$ cat src/rtl/shift_defs.sv
// shift_defs
// Shared encodings for the shift sequencer and the main control unit.
//   shift_op_t : operation codes (SLL/SRL/SRA/ROL), same values the control
//                unit places on the shift-class OP field.
//   state_t    : shift sequencer FSM states.
package shift_defs;

    localparam int DEF_WIDTH = 16;
    localparam int DEF_AMT_W = 4;

    typedef enum logic [1:0] {
        OP_SLL = 2'b00,
        OP_SRL = 2'b01,
        OP_SRA = 2'b10,
        OP_ROL = 2'b11
    } shift_op_t;

    typedef enum logic [1:0] {
        ST_IDLE   = 2'b00,
        ST_SHIFT  = 2'b01,
        ST_FINISH = 2'b10
    } state_t;

endpackage

$ cat src/rtl/shift_step.sv
// shift_step
// Combinational single-bit shift step. The SLL case is the plain
// left-by-one shifter; the other cases reuse the same one-bit slice.
// Ports:
//   d  in  WIDTH  value to step
//   op in  2      operation (shift_op_t)
//   q  out WIDTH  stepped value (shifted-out bit is dropped)
module shift_step
    import shift_defs::*;
#(
    parameter int WIDTH = DEF_WIDTH
) (
    input  logic [WIDTH-1:0] d,
    input  shift_op_t        op,
    output logic [WIDTH-1:0] q
);

    always_comb begin
        q = d;
        case (op)
            OP_SLL:  q = {d[WIDTH-2:0], 1'b0};
            OP_SRL:  q = {1'b0, d[WIDTH-1:1]};
            OP_SRA:  q = {d[WIDTH-1], d[WIDTH-1:1]};
            OP_ROL:  q = {d[WIDTH-2:0], d[WIDTH-1]};
            default: q = d;
        endcase
    end

endmodule

$ cat src/rtl/shift_sequencer.sv
// shift_sequencer
// Multi-cycle shift controller beside ALU16: shift-by-N is done as N
// single-bit steps, one per clock, with a start/busy/done handshake.
// Ports:
//   clk      in  1      system clock, rising edge
//   reset    in  1      synchronous, active-high reset
//   start    in  1      shift request, sampled only in ST_IDLE
//   op       in  2      00 SLL, 01 SRL, 10 SRA, 11 ROL
//   amount   in  AMT_W  shift count (unsigned)
//   data_in  in  WIDTH  operand, captured when start is accepted
//   result   out WIDTH  working register; holds until the next acceptance
//   busy     out 1      high from acceptance until done drops
//   done     out 1      one-cycle pulse, result valid in the same cycle
//
// state     | meaning
// ----------+---------------------------------------------------------
// ST_IDLE   | waiting for start; acceptance also does the amount==0 check
// ST_SHIFT  | one step per edge, count down to zero
// ST_FINISH | shifting complete; raises the registered done/busy pulse
module shift_sequencer
    import shift_defs::*;
#(
    parameter int WIDTH = DEF_WIDTH,
    parameter int AMT_W = DEF_AMT_W
) (
    input  logic             clk,
    input  logic             reset,
    input  logic             start,
    input  logic [1:0]       op,
    input  logic [AMT_W-1:0] amount,
    input  logic [WIDTH-1:0] data_in,
    output logic [WIDTH-1:0] result,
    output logic             busy,
    output logic             done
);

    localparam logic [AMT_W-1:0] CNT_ONE = AMT_W'(1);

    state_t           state;
    shift_op_t        op_q;
    logic [AMT_W-1:0] count;
    logic [WIDTH-1:0] work;
    logic [WIDTH-1:0] work_step;

    shift_step #(
        .WIDTH (WIDTH)
    ) u_step (
        .d  (work),
        .op (op_q),
        .q  (work_step)
    );

    // done/busy are registered, so the done pulse appears the cycle after
    // ST_FINISH, while the FSM is already back in ST_IDLE. The working
    // register is untouched there, so result stays valid alongside done.
    always_ff @(posedge clk) begin
        if (reset) begin
            state <= ST_IDLE;
            op_q  <= OP_SLL;
            count <= '0;
            work  <= '0;
            busy  <= 1'b0;
            done  <= 1'b0;
        end else begin
            case (state)
                ST_IDLE: begin
                    done <= 1'b0;
                    busy <= 1'b0;
                    if (start) begin
                        work  <= data_in;
                        op_q  <= shift_op_t'(op);
                        count <= amount;
                        busy  <= 1'b1;
                        state <= (amount == '0) ? ST_FINISH : ST_SHIFT;
                    end
                end
                ST_SHIFT: begin
                    work  <= work_step;
                    count <= count - CNT_ONE;
                    if (count == CNT_ONE) begin
                        state <= ST_FINISH;
                    end
                end
                ST_FINISH: begin
                    done  <= 1'b1;
                    busy  <= 1'b1;
                    state <= ST_IDLE;
                end
                default: begin
                    state <= ST_IDLE;
                    busy  <= 1'b0;
                    done  <= 1'b0;
                end
            endcase
        end
    end

    assign result = work;

endmodule

$ cat config.mk
export PLATFORM = sky130hd
export DESIGN_NAME = shift_sequencer
export DESIGN_NICKNAME = d
export VERILOG_FILES = /design/src/rtl/shift_defs.sv /design/src/rtl/shift_step.sv /design/src/rtl/shift_sequencer.sv
export SDC_FILE = /design/constraint.sdc
export NUM_CORES = 1
export LEC_CHECK = 0
export BUFFER_PORTS_ARGS = -buffer_cell sky130_fd_sc_hd__buf_2
export CAP_MARGIN = 25
export CORE_UTILIZATION = 46
export CTS_CLUSTER_SIZE = 30
export DETAILED_ROUTE_END_ITERATION = 12
export PLACE_DENSITY_LB_ADDON = 0.08
export SLEW_MARGIN = 20
export SYNTH_ARGS = -nofsm -noshare
export SYNTH_HDL_FRONTEND = slang
export SYNTH_SLANG_ARGS = --single-unit
$ cat constraint.sdc
create_clock -name clk -period 1.3 [get_ports clk]
set_input_delay 0.39 -clock clk [delete_from_list [all_inputs] [get_ports clk]]
set_output_delay 0.39 -clock clk [all_outputs]
set_load 0.005 [all_outputs]
======== Yosys cells after proc, flatten, opt, wreduce, memory -nomap -nowiden ========
Cells that the tools add are included.
storage, ports and cells
  word-level logic and storage cells ...... 37
  output and inout bits ................... 18
  input bits .............................. 25
  flip-flop bits (word level) ............. 26
cells by class
  reduce and logical (&&, ||, !) cells .... 8
  $add $sub $neg .......................... 1
  equal/unequal tests ..................... 9
  multiplexer cells ....................... 12
operators with widths
  operator             count
  $pmux 16 s4          1
  $pmux 16 s2          1
  $mux 16              1
  $pmux 4 s2           1
  $eq 2x2->1 const B   3
  $mux 2               3
  $ne 2x2->1 const B   3
  $reduce_and 2->1     3
  $eq 2x1->1 const B   2
  $eq 4x1->1 const B   1
  $logic_not 2->1      2
  $logic_not 4->1      1
  $mux 4               1
  $pmux 2 s2           1
  $sub 4x1->4 const B  1
  $pmux 1 s3           1
  $reduce_and 3->1     1
  $pmux 1 s2           1
  $reduce_bool 2->1    1
  $mux 1               1

======== Logic depth before layout (Yosys ltp) ========
  word-level depth ........................ 4
  gate-level depth with buffers ........... 5
  depth with buffers taken out ............ 5

======== Hierarchy ========
A second synthesis with hierarchy kept.
unflattened totals
  cells, all modules ...................... 154
  area, all modules ....................... 1,525.2 sq um
by module, submodules not included
  module           sequential area each (sq um)  instances  area each (sq um)  cells each
  shift_sequencer  520.5                         1          1,253.7            131
  shift_step       0.0                           1          271.5              23

======== Least setup slack after synthesis ========
Ideal clock, no wire load.
  path kind ............................... flip-flop to flip-flop
  start ................................... register op_q[0]
  end ..................................... register work[0], in the netlist result[0]
  required time ........................... 1.166 ns
  period minus slack after synthesis ...... 1.265 ns
  setup slack ............................. 0.035 ns
  stages on the path, launching flop included .. 5
  buffers on the path ..................... 1
  setup time .............................. 0.134 ns
  arrival ................................. 1.132 ns
  cells stage by stage .................... dfxtp_1 > buf_6 > mux2_2 > a221oi_1 > o41ai_2
between the ends
  cells in the longest elaborated chain, start to end .. 3
  elaborated cells between the ends (all ways) .. 6
  those cells by class .................... eq/ne: 3; mux: 2; reduce/logical: 1
ends and longest elaborated chain
  element                                   line                   RTL
  from (decl)                               shift_sequencer.sv:40  shift_op_t op_q;
  from (signal assigned)                    shift_sequencer.sv:71  op_q <= shift_op_t'(op);
  $eq 2x2->1, or another cell as far along  shift_step.sv:20       case (op)
  $pmux 16 s4 (*)                           shift_step.sv:20
  $pmux 16 s2 (*)                           shift_sequencer.sv:65  case (state)
  to (signal assigned)                      shift_sequencer.sv:70  work <= data_in;
  to (signal assigned)                      shift_sequencer.sv:78  work <= work_step;
  to (decl)                                 shift_sequencer.sv:42  logic [WIDTH-1:0] work;
Every way passes the cells marked *; elsewhere a longest branch is shown, timed or not.
A chain may end at the register's enable or synchronous reset.

======== Worst setup path after layout ========
  start ................................... register work[15], in the netlist result[15]
  end ..................................... output result[15]
RTL lines
  element    line                   RTL
  to (decl)  shift_sequencer.sv:32  output logic [WIDTH-1:0] result,
No word-level cell between the ends.

==> flow_summary.json <==
{
  "yosys.area.top_type": "dfxtp_1",
  "htreeDepth": 1,
  "grt_overflow": 0,
  "rsz0062_at_grt": "true",
  "syn-num-nets": 196,
  "ant_nets": 0,
  "cts_root_buf": "clkbuf_4",
  "rows": 19,
  "start_util_pct": 50.5,
  "outcome": "complete, but fails checks",
  "peakVddDrop_uv": 658,
  "synth_fa_ha_area_share_pct": 2.43,
  "synth_edf_count": 0,
  "synth.mux.area_fraction_pct": 2.87,
  "worstSetupPathType": "flip-flop to output port",
  "num_vias": 1504,
  "synth_compound_area_share_pct": 28.2,
  "post-route-period-util_pct": 98.6,
  "setup_viol": 0,
  "core_area_um2": 2850,
  "final-seq-area_um2": 538,
  "holdWs_ns": 0.320,
  "drc": 3,
  "via_per_inst": 5.99,
  "num_antenna_cells": 0,
  "hpwl_um": 2650,
  "nets": 248,
  "grt_pass1_vias": 1380,
  "cp_max_fo": 3,
  "dr.pass1.iters": 8,
  "p_leak_nw": 0.785,
  "syn_inst": 169,
  "final_layout_size_suffix_gt1_share_pct": 42.7,
  "fin_worst_skew_ns": 0.00206,
  "worst_pin_slew_ns": 0.414,
  "dp.cells": 245,
  "synthesis.area_um2": 1440,
  "syn_area_per_cell_um2": 8.52,
  "critPathLaunchType": "flip-flop",
  "p_per_area_nw_per_um2": 1150,
  "synth_top_family_by_area": "compound AO/OA/AOI/OAI gates",
  "violations": "DRC",
  "grt_max_degree": 19,
  "layout_min_cycle_time_ns": 1.28,
  "synthArstFlopShare_pct": 0,
  "die_y_um": 58.0,
  "netlist.area_leader.share_pct": 36.1,
  "wl_per_cell_um": 15.1,
  "synthXorXnorAreaFrac_pct": 3.04,
  "fin_cells": 251,
  "min_path_type": "primary input to flip-flop",
  "path_clk_slew_ns": 0.15,
  "multi_input_area_um2": 831,
  "area_growth_pct": 30.1,
  "cts_buffer_depth": 2,
  "fmax_mhz": 780,
  "die_area_um2": 3360,
  "final_common_cell": "buf_2",
  "fin_setup_tns_ns": 0,
  "worst_ep_arrival_time_ns": 0.89,
  "rrSetupSlack_ns": 0.03,
  "numClockSinks": 26,
  "clk_latency_ns": 0.32,
  "final_cell_mix": "41 x buf_2, 30 x nand3_1, 17 x a21oi_1, 16 x a31oi_1",
  "synth.yosys.warnings": 0,
  "wirelength_um": 3790,
  "yosysSeqAreaShare_pct": 36.1,
  "die_w_um": 58.0,
  "maxCapViolCount": 0,
  "drtIter0Drc": 89,
  "finalPower_w": 0.00215,
  "yosys.area_share.simple_pct": 18.9,
  "io_pins": 43,
  "ys.flop_type": "dfxtp_1",
  "finalHoldViolations": 0,
  "endpoint_kind": "output port",
  "place.gp.congestion": 0.796,
  "antenna_found_initial": 0,
  "nFillCells": 262,
  "numCtsBuffers": 3,
  "ys_top_cells_by_area": "dfxtp_1 36%, nand3_1 10%, a31oi_1 7.0%",
  "slew_violations": 0,
  "portBuffers": 42,
  "tritoncts": "built",
  "ys_types": 34,
  "yosys_register_bits": 26,
  "relSlewSlack_pct": 72.4,
  "grt_usage_pct": 24.0,
  "cp.required_ns": 0.91,
  "grt_pass1_wl_um": 6320
}
## cells in the mapped netlist (3+ instances only)
cell type   n
a211oi_1    4
a21oi_1    17
a31oi_1    16
buf_2       7
buf_4       3
buf_6       3
dfxtp_1    26
inv_1       6
mux2i_1     3
nand3_1    30
nor2_1      9
o21ai_0    14
## per-layer routing
layer | part of all wire [%] | routed length, µm | global-route usage [%] | vias up
met5 | 0 | 0 | 0 | -
met4 | 0.61 | 23 | 7.48 | 0
met3 | 6.9 | 260 | 3.57 | 2
met2 | 46 | 1750 | 39.6 | 62
met1 | 46 | 1760 | 32.4 | 707
li1 | - | - | - | 733
## cell type report
class	instances	area share, %
tap	31	2.07
sequential	26	28.7
inverter	6	1.40
timing repair inverter	1	0.401
multi-input combinational	122	44.4
timing repair buffer	61	21.1
clock buffer	4	1.94
## final timing paths
check | from | endpoint | cells past startpoint
max | result[15] | result[15] | 2
min | op[0] | op_q[0] | 3
max reg2reg | op_q[1] | result[15] | 3
min reg2reg | done | done | 2
## kinds of logic (layout without fill, tap and decap cells)
family	count (synthesis)	after routing
AOI/OAI and AO/OA	62	62
xor gates and xnor gates	2	2
adders and majority gates	3	3
buffers and inverters	21	72
DFF	26	26
muxes	4	4
and+or+nand+nor	51	51
## what timing repair did
item	in CTS	in global routing
hold buffers	0	0
setup endpoints to repair	19	24
cloned	0	1
setup buffers	1	1
pin swaps	0	1
resized for setup	11	14
## per-stage QoR
step,setup slack [ns],util [%],area [µm²]
2_1_floorplan,0.0345,-,1440
5_1_grt,-0.0269,65.7,1870
3_5_place_dp,-0.114,61.4,1750
6_report,0.0178,65.7,1870
4_1_cts,0.00562,63.9,1820
3_3_place_gp,-0.0580,61.4,1750
## state kept, by name, indices dropped and copies added (netlist names)
signal  flops
result     16
count       4
busy        1
op_q        2
done        1
state       2
## power breakdown
part	switching, W	internal, W
Sequential	0.000105	0.000902
Combinational	0.000366	0.000352
Clock	0.000251	0.000171
Total	0.000722	0.00143
## worst max-delay path: stages, from the launching register on
cell and delay [ns]:
dfxtp_2 0.35, buf_6 0.11, buf_6 0.11
No activity file was read; power rests on OpenSTA's default activity.
